[src/rtl/sdram_frame_writer.sv]
// sdram_frame_writer: buffers a 16-bit pixel stream in a 4-deep FIFO and
// writes one frame of words to consecutive SDRAM addresses through the
// ian_sdram client port, holding controller focus for the whole frame.
module sdram_frame_writer #(
    parameter logic [24:0] BASE_ADDR   = 25'h0000000,
    parameter int unsigned FRAME_WORDS = 307200
) (
    input  logic        Clk,
    input  logic        Reset,
    input  logic        start,
    input  logic        pix_valid,
    input  logic [15:0] pix_data,
    output logic        pix_ready,
    output logic        busy,
    output logic        done,
    output logic [24:0] word_count,
    output logic [24:0] sdram_Addr,
    output logic [15:0] sdram_Din,
    output logic        sdram_WE,
    output logic        sdram_Direction,
    output logic        sdram_Focus,
    output logic        sdram_Act,
    input  logic        sdram_R
);

    localparam int unsigned AW    = 25;
    localparam int unsigned DW    = 16;
    localparam int unsigned DEPTH = 4;
    localparam int unsigned PW    = 2;
    localparam int unsigned CW    = 3;

    localparam logic [AW-1:0] LAST_IDX = AW'(FRAME_WORDS - 1);

    typedef enum logic [1:0] {
        IDLE  = 2'd0,
        ISSUE = 2'd1,
        WAIT  = 2'd2,
        DONE  = 2'd3
    } state_t;

    state_t        state;
    state_t        state_next;

    logic [DW-1:0] mem [DEPTH];
    logic [PW-1:0] rd_ptr;
    logic [PW-1:0] wr_ptr;
    logic [PW-1:0] rd_ptr_next;
    logic [PW-1:0] wr_ptr_next;
    logic [CW-1:0] count;
    logic [CW-1:0] count_after_pop;
    logic [CW-1:0] count_next;
    logic          push;
    logic          pop;

    logic [AW-1:0] addr_next;
    logic [AW-1:0] wcount_next;
    logic [DW-1:0] din_next;
    logic          act_next;
    logic          focus_next;
    logic          done_next;

    // Decoded status: accept words only while a frame is actively being written
    assign pix_ready       = (count < CW'(DEPTH)) && (state != IDLE) && (state != DONE);
    assign busy            = (state != IDLE);
    assign sdram_Direction = 1'b1;
    assign push            = pix_valid && pix_ready;

    // Next-state logic: frame sequencing, address and word counting
    always_comb begin
        state_next  = state;
        addr_next   = sdram_Addr;
        wcount_next = word_count;
        pop         = 1'b0;
        case (state)
            IDLE: begin
                if (start) begin
                    state_next  = ISSUE;
                    addr_next   = BASE_ADDR;
                    wcount_next = '0;
                end
            end
            ISSUE: begin
                if (count != '0) begin
                    state_next = WAIT;
                end
            end
            WAIT: begin
                if (sdram_R) begin
                    pop         = 1'b1;
                    addr_next   = sdram_Addr + AW'(1);
                    wcount_next = word_count + AW'(1);
                    state_next  = (word_count == LAST_IDX) ? DONE : ISSUE;
                end
            end
            DONE: begin
                state_next = IDLE;
            end
            default: begin
                state_next = IDLE;
            end
        endcase
    end

    // FIFO bookkeeping; DONE discards any words left over from the frame
    always_comb begin
        count_after_pop = count - CW'(pop);
        count_next      = count_after_pop + CW'(push);
        rd_ptr_next     = rd_ptr + PW'(pop);
        wr_ptr_next     = wr_ptr + PW'(push);
        if (state == DONE) begin
            count_next  = '0;
            rd_ptr_next = '0;
            wr_ptr_next = '0;
        end
    end

    // Registered-output precompute: strobe Act in the ISSUE cycle that has data
    always_comb begin
        act_next   = (state_next == ISSUE) && (count_next != '0);
        focus_next = (state_next != IDLE);
        done_next  = (state_next == DONE);
        din_next   = sdram_Din;
        if (act_next) begin
            // An empty FIFO after the pop means the head is the word being pushed now
            din_next = (count_after_pop == '0) ? pix_data : mem[rd_ptr_next];
        end
    end

    // FIFO storage needs no reset; occupancy and pointers define validity
    always_ff @(posedge Clk) begin
        if (push) begin
            mem[wr_ptr] <= pix_data;
        end
    end

    // State, FIFO pointers and all registered outputs
    always_ff @(posedge Clk) begin
        if (Reset) begin
            state       <= IDLE;
            rd_ptr      <= '0;
            wr_ptr      <= '0;
            count       <= '0;
            sdram_Act   <= 1'b0;
            sdram_Focus <= 1'b0;
            sdram_WE    <= 1'b0;
            done        <= 1'b0;
            sdram_Addr  <= '0;
            sdram_Din   <= '0;
            word_count  <= '0;
        end else begin
            state       <= state_next;
            rd_ptr      <= rd_ptr_next;
            wr_ptr      <= wr_ptr_next;
            count       <= count_next;
            sdram_Act   <= act_next;
            sdram_Focus <= focus_next;
            sdram_WE    <= focus_next;
            done        <= done_next;
            sdram_Addr  <= addr_next;
            sdram_Din   <= din_next;
            word_count  <= wcount_next;
        end
    end

endmodule
[config.mk]
export PLATFORM = sky130hd
export DESIGN_NAME = sdram_frame_writer
export DESIGN_NICKNAME = d
export VERILOG_FILES = /design/src/rtl/sdram_frame_writer.sv
export SDC_FILE = /design/constraint.sdc
export NUM_CORES = 1
export LEC_CHECK = 0
export ABC_AREA = 0
export CAP_MARGIN = 20
export CORE_ASPECT_RATIO = 0.8
export CORE_MARGIN = 2
export CORE_UTILIZATION = 25
export DETAILED_ROUTE_END_ITERATION = 16
export SLEW_MARGIN = 10
export SYNTH_ARGS = -nofsm -noshare
export SYNTH_HDL_FRONTEND = slang
export SYNTH_SLANG_ARGS = --single-unit
[constraint.sdc]
create_clock -name Clk -period 3.6 [get_ports Clk]
set_input_delay 1.08 -clock Clk [delete_from_list [all_inputs] [get_ports Clk]]
set_output_delay 1.08 -clock Clk [all_outputs]
set_load 0.03 [all_outputs]
After elaboration in Yosys (flattened, before gate mapping)
Memories as Yosys holds them, arrays and structs flattened.
Cells that the tools add are included.

operators by class
  reduce and logical (&&, ||, !) cells = 13
  mux-type cells = 17
  equal/unequal tests = 9
  add/sub/neg operators = 6
  magnitude comparators = 1

operators by type and width
  kind                     number
  $pmux W25 S2             2
  $mux W25                 3
  $add A25 B1 Y25 const B  2
  $eq A25 B19 Y1 const B   1
  $mux W16                 1
  $mux W2                  5
  $pmux W2 S4              1
  $eq A2 B2 Y1 const B     3
  $ne A2 B2 Y1 const B     3
  $reduce_bool A2 Y1       3
  $reduce_bool A3 Y1       2
  $add A2 B1 Y2            2
  $eq A2 B1 Y1 const B     2
  $logic_and A1 B1 Y1      4
  $mux W1                  4
  $add A3 B1 Y3            1
  $logic_not A3 Y1         1
  $lt A3 B3 Y1 const B     1
  $mux W3                  1
  $reduce_and A3 Y1        1
  $sub A3 B1 Y3            1
  $logic_not A2 Y1         1
  $reduce_or A2 Y1         1

word-level totals
  flip-flop bits (word level) = 78
  memory bits (writable) = 64
  memories = 1
  logic and storage cells = 57
  output and inout port bits = 73

memory list
  name  words  width  read ports  clocked after Yosys merged registers in  write ports  line  source
  mem   4      16     1           0                                        1            44    logic [DW-1:0] mem [DEPTH];

Depth between registers and ports, before layout
Gate-level depths: netlist of run 1.

  depth after elaboration = 8
  gate-level depth with buffers = 13

Least setup slack after synthesis of run 1
OpenSTA, ideal clock, no wires.

  path kind = input port to flip-flop
  start = in sdram_R
  end = reg sdram_Din[10]
  path slack = 0.439 ns
  path buffers = 2
  stages on the path = 11
  arrival = 3.028 ns
  cell sequence = and2_1 > ha_1 > ha_1 > inv_1 > ha_1 > xor2_1 > a21oi_1 > and2_1 > buf_2 > buf_2 > a311oi_1

on the way
  cells in the longest elaborated chain, start to end = 7
  elaborated cells on any way between the ends = 15

RTL lines
  what                  line  source
  start, declared       23    input logic sdram_R
  $mux W1               88    if (sdram_R) begin
  $mux W1               74    case (state)
  $sub A3 B1 Y3         106   count_after_pop = count - CW'(pop);
  $add A3 B1 Y3         107   count_next = count_after_pop + CW'(push);
  $mux W3               110   if (state == DONE) begin
  $reduce_bool A3 Y1    119   act_next = (state_next == ISSUE) && (count_next != '0);
  $logic_and A1 B1 Y1   119
  end signal, assigned  160   sdram_Din <= din_next;
  end, declared         18    output logic [15:0] sdram_Din,

Several ways; a longest one is shown, not always the timed one.
A chain may end at the register's enable or synchronous reset.

Final worst setup path of run 1
  start = reg state[1]
  end = out pix_ready

on the way
  cells in the longest elaborated chain, start to end = 3
  elaborated cells on any way between the ends = 4

RTL lines
  what                     line  source
  start, declared          41    state_t state;
  start signal, assigned   151   state <= state_next;
  $reduce_bool A2 Y1       63    assign pix_ready = (count < CW'(DEPTH)) && (state != IDLE) && (state != DONE);
  $logic_and A1 B1 Y1      63
  $logic_and A1 B1 Y1 (*)  63
  end, declared            13    output logic pix_ready,

Mark *: on every way between the ends. The rest lies on a longest branch, timed or not.

==> results of run 1 <==
worst max-delay path, stage by stage, from the launching register on:
cell and delay (ns):
dfxtp_1 0.44, nor2b_1 0.39, o21ba_2 0.26, clkdlybuf4s50_1 0.69
logic make-up (layout without fill, tap and decap cells):
logic type                 Yosys count  after routing  share of synthesized area (%)
adders and majority gates            8              8                           1.65
xor gates and xnor gates            45             45                           6.50
buffers and inverters               46            161                           3.20
AOI/OAI and AO/OA                   84             84                           10.4
muxes                                1              1                          0.227
and+or+nand+nor                    239            239                           20.5
DFF                                142            142                           57.5
other                                1              2                         0.0619
path summary, 6_finish.rpt:
kind,to,slack [ns],cells after the start
hold / removal,sdram_Addr[24]$_SDFFE_PP0P_,0.49,2
setup reg to reg,sdram_Din[13]$_SDFFE_PP0P_,0.90,11
hold reg to reg,sdram_Addr[24]$_SDFFE_PP0P_,0.49,2
setup / recovery,pix_ready,0.33,3
cells in the final DEF, fill, tap and decap left out, types with 4 or more instances in the layout:
cell and instances:
buf_4 21, nor2_1 56, and2_1 13, inv_1 10, and4_1 6, clkdlybuf4s50_1 92
ha_1 8, a311o_1 16, clkinv_4 4, dfxtp_1 78, a211oi_1 18, and3_1 7
edfxtp_1 64, clkbuf_16 17, a21oi_1 25, a311oi_1 16, or3_1 4, buf_12 6
o21ai_0 4, xor2_1 35, nor2b_1 20, nand3_1 20, nor3_1 8, inv_6 4
xnor2_1 10, nand2_1 64, nand4_1 22
stage by stage:
stage | area, µm² | hold WS (ns) | total power (W)
3_5_place_dp | 7510 | 0.481 | 0.00234
4_1_cts | 8070 | 0.491 | 0.00402
3_3_place_gp | 7510 | 0.473 | 0.00234
6_report | 8070 | 0.490 | 0.00397
5_1_grt | 8070 | 0.528 | 0.00413
2_1_floorplan | 6060 | 0.508 | 0.00211
flip-flops by register name, indices dropped and copies added, names as in the netlist:
signal and count:
word_count 25, count 3, rd_ptr 2, sdram_Addr 25
state 2, sdram_Din 16, sdram_Act 1, wr_ptr 2
done 1, sdram_Focus 1, mem 64
where the power goes:
part           total (W)  switching, W  internal (W)
sequential       0.00178     0.0000382       0.00174
clock            0.00167      0.000746      0.000926
combinational   0.000514      0.000299      0.000215
final cells by class:
class / instances / area (µm²)
Antenna cell: 1 / 2.50
Clock buffer: 18 / 439
Clock inverter: 14 / 121
Fill cell: 2326 / 15500
Inverter: 10 / 37.5
Multi-Input combinational cell: 378 / 2400
Sequential cell: 142 / 3480
Tap cell: 312 / 390
Timing Repair Buffer: 119 / 1200
layer usage:
metal  share of wire, %  track usage (%)  vias up
li1                   -                -     2247
met4               0.93             3.88        0
met3                4.3             3.19        6
met1                 49             16.4     2195
met2                 45             18.3       85
met5                  0                0        -
==> metrics.log, run 1 <==
INFO  metric final.setup.tns = 0 ns
INFO  metric antenna_left = 0
INFO  metric total_leakage_power = 2.73 nW
INFO  metric finalSetupViolCount = 0
INFO  metric finalWirelength = 15000 µm
INFO  metric max_slew.worst_pin.slew = 0.558 ns
INFO  metric start_kind = flop
INFO  metric slew_violations = 0
INFO  metric path_class = reg -> out
INFO  metric worstPathMaxFanout = 6
INFO  metric fp.dieH = 143 µm
INFO  metric boundaryPins = 94
INFO  metric setup_ws = 0.332 ns
INFO  metric synth_top_area_share = 31.7%
INFO  metric synth.yosys.seq_area_share = 57.5%
INFO  metric synth.most_common_cell = dfxtp_1
INFO  metric stdcell_count = 994
INFO  metric clock-root-buffer = clkbuf_16
INFO  metric cap_viol_max_count = 0
INFO  metric rsz0062_at_grt = no
INFO  metric clock_insertion_delay_worst_skew = 0.42 ns
INFO  metric first_iter_violations = 238
INFO  metric finalClockSkew = 0.0127 ns
INFO  metric synth_commonest_cells = dfxtp_1 (78), edfxtp_1 (64), nand2_1 (64)
INFO  metric slew_headroom = 62.1%
INFO  metric syn_area_cell = 10.7 µm²
INFO  metric ys_types = 46
INFO  metric floorplan.die_area = 0.0255 mm²
INFO  metric worst_hold_startpoint = sdram_Addr[24]$_SDFFE_PP0P_
INFO  metric first_global_vias = 4301
INFO  metric area.growth.synth_to_final = 33.2%
INFO  metric pre_cts_slack = 0.0517 ns
INFO  metric grt_max_degree = 47
INFO  metric grt_antenna_before_repair = 1
INFO  metric fmaxAchievable = 306 MHz
INFO  metric design.final.nets = 697
INFO  metric prevailing_post_synth_register_cell = dfxtp_1
INFO  metric grt_first_pass_wirelength = 23600 µm
INFO  metric critical_path.reg2reg.startpoint = state[1]$_SDFF_PP0_
INFO  metric drt-wirelength-per-cell = 15.1 µm
INFO  metric critPathLaunch = state[1]$_SDFF_PP0_
INFO  metric hpwlAfterDp = 9900 µm
INFO  metric globalRoute.totalOverflow = 0
INFO  metric grt_util_all_layers = 12.0%
INFO  metric start_util = 25.7%
INFO  metric clock_path_buffers = 2
INFO  metric synth_async_sr_flop_share = 0%
INFO  metric worst-endpoint-arrival = 2.19 ns
INFO  metric min_period = 3.27 ns
INFO  metric drt_pre_antenna_iters = 4
INFO  metric critical_path_required = 2.52 ns
INFO  metric fp-row-count = 50
INFO  metric synthesized_netlist_net_count = 595
INFO  metric synth_top_cell_by_area = edfxtp_1
INFO  metric cts.hold.buffers_added = 0
INFO  metric num_vias = 4533
INFO  metric htreeDepth = 4
INFO  metric final_cell_utilization_of_the_core = 34.2%
INFO  metric buffer_count_from_post_cts_setup_fixing = 0
INFO  metric ys_ff_latch = 142
INFO  metric synth_edf_count = 64
INFO  metric place.gp.congestion = 0.740
INFO  metric holdCritPathClass = reg -> reg
INFO  metric vdd_drop_max = 301 µV
INFO  metric chipWidth = 178 µm
INFO  metric netlist_area = 0.00606 mm²
INFO  metric pwr_density_cell = 492 mW/mm²
INFO  metric clock_sink_count = 142
INFO  metric tritoncts = done
INFO  metric setup.worst_path.end_class = output port
INFO  metric placed_cells_incl_taps = 961
INFO  metric synth_area_leaders = edfxtp_1 (32%), dfxtp_1 (26%), xor2_1 (5.1%)
INFO  metric final_hold_viol_count = 0
INFO  metric cts_made_buffers = 17
INFO  metric drc = 0
INFO  metric postCtsResizedCells = 0
INFO  metric port_buffers = 92
INFO  metric drt-vias-per-instance = 4.56
INFO  metric placeableCoreArea = 0.0236 mm²
INFO  metric synthesis.yosys.warnings = 0
INFO  metric result_of_the_run = finished, final reports clean
INFO  metric fraction_of_final_layout_cells_sized_beyond_drive_strength_1 = 10.4%
INFO  metric synthCells = 566
INFO  metric final.period_utilization = 90.8%
INFO  metric worst_setup_hold_path_clk_slew = 0.06 ns
No activity file was read; power rests on OpenSTA's default activity.
==> run 2: changes to the inputs <==
--- a/config.mk
+++ b/config.mk
@@ -7,10 +7,10 @@
 export LEC_CHECK = 0
 export ABC_AREA = 0
 export CAP_MARGIN = 20
-export CORE_ASPECT_RATIO = 0.8
-export CORE_MARGIN = 2
+export CORE_ASPECT_RATIO = 1.25
 export CORE_UTILIZATION = 25
 export DETAILED_ROUTE_END_ITERATION = 16
+export SKIP_LAST_GASP = 1
 export SLEW_MARGIN = 10
 export SYNTH_ARGS = -nofsm -noshare
 export SYNTH_HDL_FRONTEND = slang
==> run 2 against run 1 <==
Effect of this change:
- combinational power is 0.8% higher
- final area rose by 0.12%
- clock power hardly changed
- core utilization shrank 0.16 points
- first-iteration DRC count up 16%
- wire length is 1.9% higher
- global-route usage up 1.0 points
- critical path depth did not move
- critical path type unchanged
- critical endpoint unchanged
- largest cell class unchanged
- highest routed layer unchanged
==> metrics.log, run 2 (synthesis gave the netlist of run 1 again) <==
INFO  metric cell_internal_pwr = 0.00289 W (about the same)
INFO  metric drc = 0 (unchanged)
INFO  metric seq_power_share = 44.8% (was 44.9%)
INFO  metric setup.worst_path.end_class = output port (unchanged)
INFO  metric min_period = 3.24 ns (was 3.27 ns)
INFO  metric power_switching = 0.00109 W (was 0.00108 W)
INFO  metric postCtsResizedCells = 0 (unchanged)
INFO  metric clock-root-buffer = clkbuf_16 (unchanged)
INFO  metric clock_sink_count = 142 (unchanged)
INFO  metric cp_cell_sequence = nor2b_1 > o21ba_2 > clkdlybuf4s50_1 (unchanged)
INFO  metric worst_setup_hold_path_clk_slew = 0.07 ns (was 0.06 ns)
INFO  metric total_leakage_power = 2.72 nW (was 2.73 nW)
INFO  metric worstPathMaxFanout = 6 (unchanged)
INFO  metric pwr_density_cell = 492 mW/mm² (about the same)
INFO  metric area.growth.synth_to_final = 33.4% (was 33.2%)
INFO  metric rsz0062_at_grt = no (unchanged)
INFO  metric timing.critical_path.slowest_stage_cell = clkdlybuf4s50_1 (unchanged)
INFO  metric placeableCoreArea = 0.0237 mm² (was 0.0236 mm²)
INFO  metric holdCritPathClass = reg -> reg (unchanged)
INFO  metric path_class = reg -> out (unchanged)
INFO  metric tritoncts = done (unchanged)
INFO  metric final.period_utilization = 90.0% (was 90.8%)
INFO  metric critical_path.top_delay_family = buffers and inverters (unchanged)
INFO  metric cp_num_buf_inv = 1 (unchanged)
INFO  metric cts_made_buffers = 17 (unchanged)
INFO  metric fp-row-count = 63 (was 50)
INFO  metric clock_path_buffers = 2 (unchanged)
INFO  metric finalSetupViolCount = 0 (unchanged)
INFO  metric max_flop_register = mem (unchanged)
INFO  metric critical_path_required = 2.52 ns (about the same)
INFO  metric clockPowerShare = 42.1% (about the same)
INFO  metric htreeDepth = 4 (unchanged)
INFO  metric buffer_count_from_post_cts_setup_fixing = 0 (unchanged)
INFO  metric max_slew.worst_pin.slew = 0.714 ns (was 0.558 ns)
INFO  metric cap_viol_max_count = 0 (unchanged)
INFO  metric grt_max_degree = 38 (was 47)
INFO  metric first_global_vias = 4458 (was 4301)
INFO  metric most_common_cell_after_layout_fill_and_taps_aside = clkdlybuf4s50_1 (unchanged)
INFO  metric boundaryPins = 94 (unchanged)
INFO  metric place.gp.congestion = 0.740 (about the same)
INFO  metric result_of_the_run = finished, final reports clean (unchanged)
INFO  metric first_iter_violations = 275 (was 238)
INFO  metric drt-wirelength-per-cell = 15.2 µm (was 15.1 µm)
INFO  metric start_kind = flop (unchanged)
INFO  metric start_util = 25.5% (was 25.7%)
INFO  metric worst-endpoint-arrival = 2.16 ns (was 2.19 ns)
INFO  metric final_hold_viol_count = 0 (unchanged)
INFO  metric vdd_drop_max = 326 µV (was 301 µV)
INFO  metric globalRoute.totalOverflow = 0 (unchanged)
INFO  metric floorplan.die_area = 0.0249 mm² (was 0.0255 mm²)
INFO  metric comb_power_share = 13.0% (about the same)
INFO  metric finalClockSkew = 0.0157 ns (was 0.0127 ns)
INFO  metric hpwlAfterDp = 10100 µm (was 9900 µm)
INFO  metric flip_flop_count_of_the_largest_register_after_layout = 64 (unchanged)
INFO  metric port_buffers = 92 (unchanged)
INFO  metric fin_hold_ws = 0.480 ns (was 0.490 ns)
INFO  metric slew_headroom = 52.2% (was 62.1%)
INFO  metric slew_violations = 0 (unchanged)
INFO  metric chipWidth = 141 µm (was 178 µm)
INFO  metric design.final.nets = 698 (was 697)
INFO  metric fraction_of_final_layout_cells_sized_beyond_drive_strength_1 = 10.4% (about the same)
INFO  metric total_power_consumption = 0.00398 W (was 0.00397 W)
INFO  metric finalWirelength = 15300 µm (was 15000 µm)
INFO  metric most-common-layout-cells = clkdlybuf4s50_1 (92), dfxtp_1 (78), nand2_1 (64), edfxtp_1 (64), nor2_1 (56) (unchanged)
INFO  metric fmaxAchievable = 308 MHz (was 306 MHz)
INFO  metric max_stage_delay = 0.68 ns (was 0.69 ns)
INFO  metric grt_util_all_layers = 13.0% (was 12.0%)
INFO  metric drt_pre_antenna_iters = 4 (unchanged)
INFO  metric antenna_left = 0 (unchanged)
INFO  metric grt_first_pass_wirelength = 24600 µm (was 23600 µm)
INFO  metric final.setup.tns = 0 ns (unchanged)
INFO  metric top_regs = mem: 64 flops, sdram_Addr: 25 flops, word_count: 25 flops (unchanged)
INFO  metric antennaDiodeCount = 0 (was 1)
INFO  metric drt-vias-per-instance = 4.57 (was 4.56)
INFO  metric num_vias = 4602 (was 4533)
INFO  metric fp.dieH = 176 µm (was 143 µm)
INFO  metric switching_share = 27.5% (was 27.3%)
INFO  metric cts.hold.buffers_added = 0 (unchanged)
INFO  metric clock_insertion_delay_worst_skew = 0.42 ns (about the same)
INFO  metric grt_antenna_before_repair = 0 (was 1)
run 2: cell types whose count changed in the layout (fill, tap and decap cells not counted):
cell / previous run / this run
buf_12: 6 / 5
buf_4: 21 / 23
clkbuf_1: 0 / 1
clkinv_2: 1 / 0
clkinv_4: 4 / 3
clkinvlp_4: 0 / 2
diode_2: 1 / 0
inv_4: 2 / 0
inv_6: 4 / 5
run 2: final timing paths:
check / start / to / slack [ns] / cells after the start
hold / removal: sdram_Addr[24]$_SDFFE_PP0P_ / sdram_Addr[24]$_SDFFE_PP0P_ / 0.48 / 2
setup / recovery: state[1]$_SDFF_PP0_ / pix_ready / 0.36 / 3
hold reg to reg: sdram_Addr[24]$_SDFFE_PP0P_ / sdram_Addr[24]$_SDFFE_PP0P_ / 0.48 / 2
setup reg to reg: state[1]$_SDFF_PP0_ / sdram_Din[14]$_SDFFE_PP0P_ / 0.81 / 11
run 2: power by group through the flow:
| stage | Sequential, W | Clock (W) | Combinational, W |
|---|---|---|---|
| CTS | 0.00178 | 0.00171 | 0.000525 |
| global route | 0.00179 | 0.00178 | 0.000560 |
| finish | 0.00178 | 0.00168 | 0.000518 |
| floorplan | 0.00188 | 0 | 0.000228 |
| global placement | 0.00182 | 0 | 0.000517 |
| detailed placement | 0.00182 | 0 | 0.000523 |
run 2: through the flow:
step | setup WS [ns] | area, µm² | utilization, % | instances
floorplan | 0.439 | 6060 | - | 566
detailed placement | 0.0613 | 7520 | 31.7 | 975
finish | 0.358 | 8080 | 34.1 | 1007
CTS | 0.344 | 8080 | 34.1 | 1007
global route | 0.207 | 8080 | 34.1 | 1007
global placement | 0.134 | 7520 | 31.7 | 975
run 2: final cells by class:
type,instances,area [µm²]
Fill cell,2392,15600
Sequential cell,142,3480
Multi-Input combinational cell,378,2400
Timing Repair Buffer,120,1190
Clock buffer,19,443
Tap cell,325,407
Clock inverter,13,119
Inverter,10,37.5
run 2: metal layers:
layer / up-vias / share of wire, % / track usage (%)
met5: - / 0 / 0
met4: 0 / 0.99 / 4.80
met3: 12 / 4.5 / 3.01
met2: 123 / 49 / 21.1
met1: 2204 / 46 / 16.8
li1: 2263 / - / -
run 2: tightest hold or removal path, delay by kind of cell (launching register included):
kind | cells | cell delay, ns
compound gates | 2 | 0.11
flops | 1 | 0.32
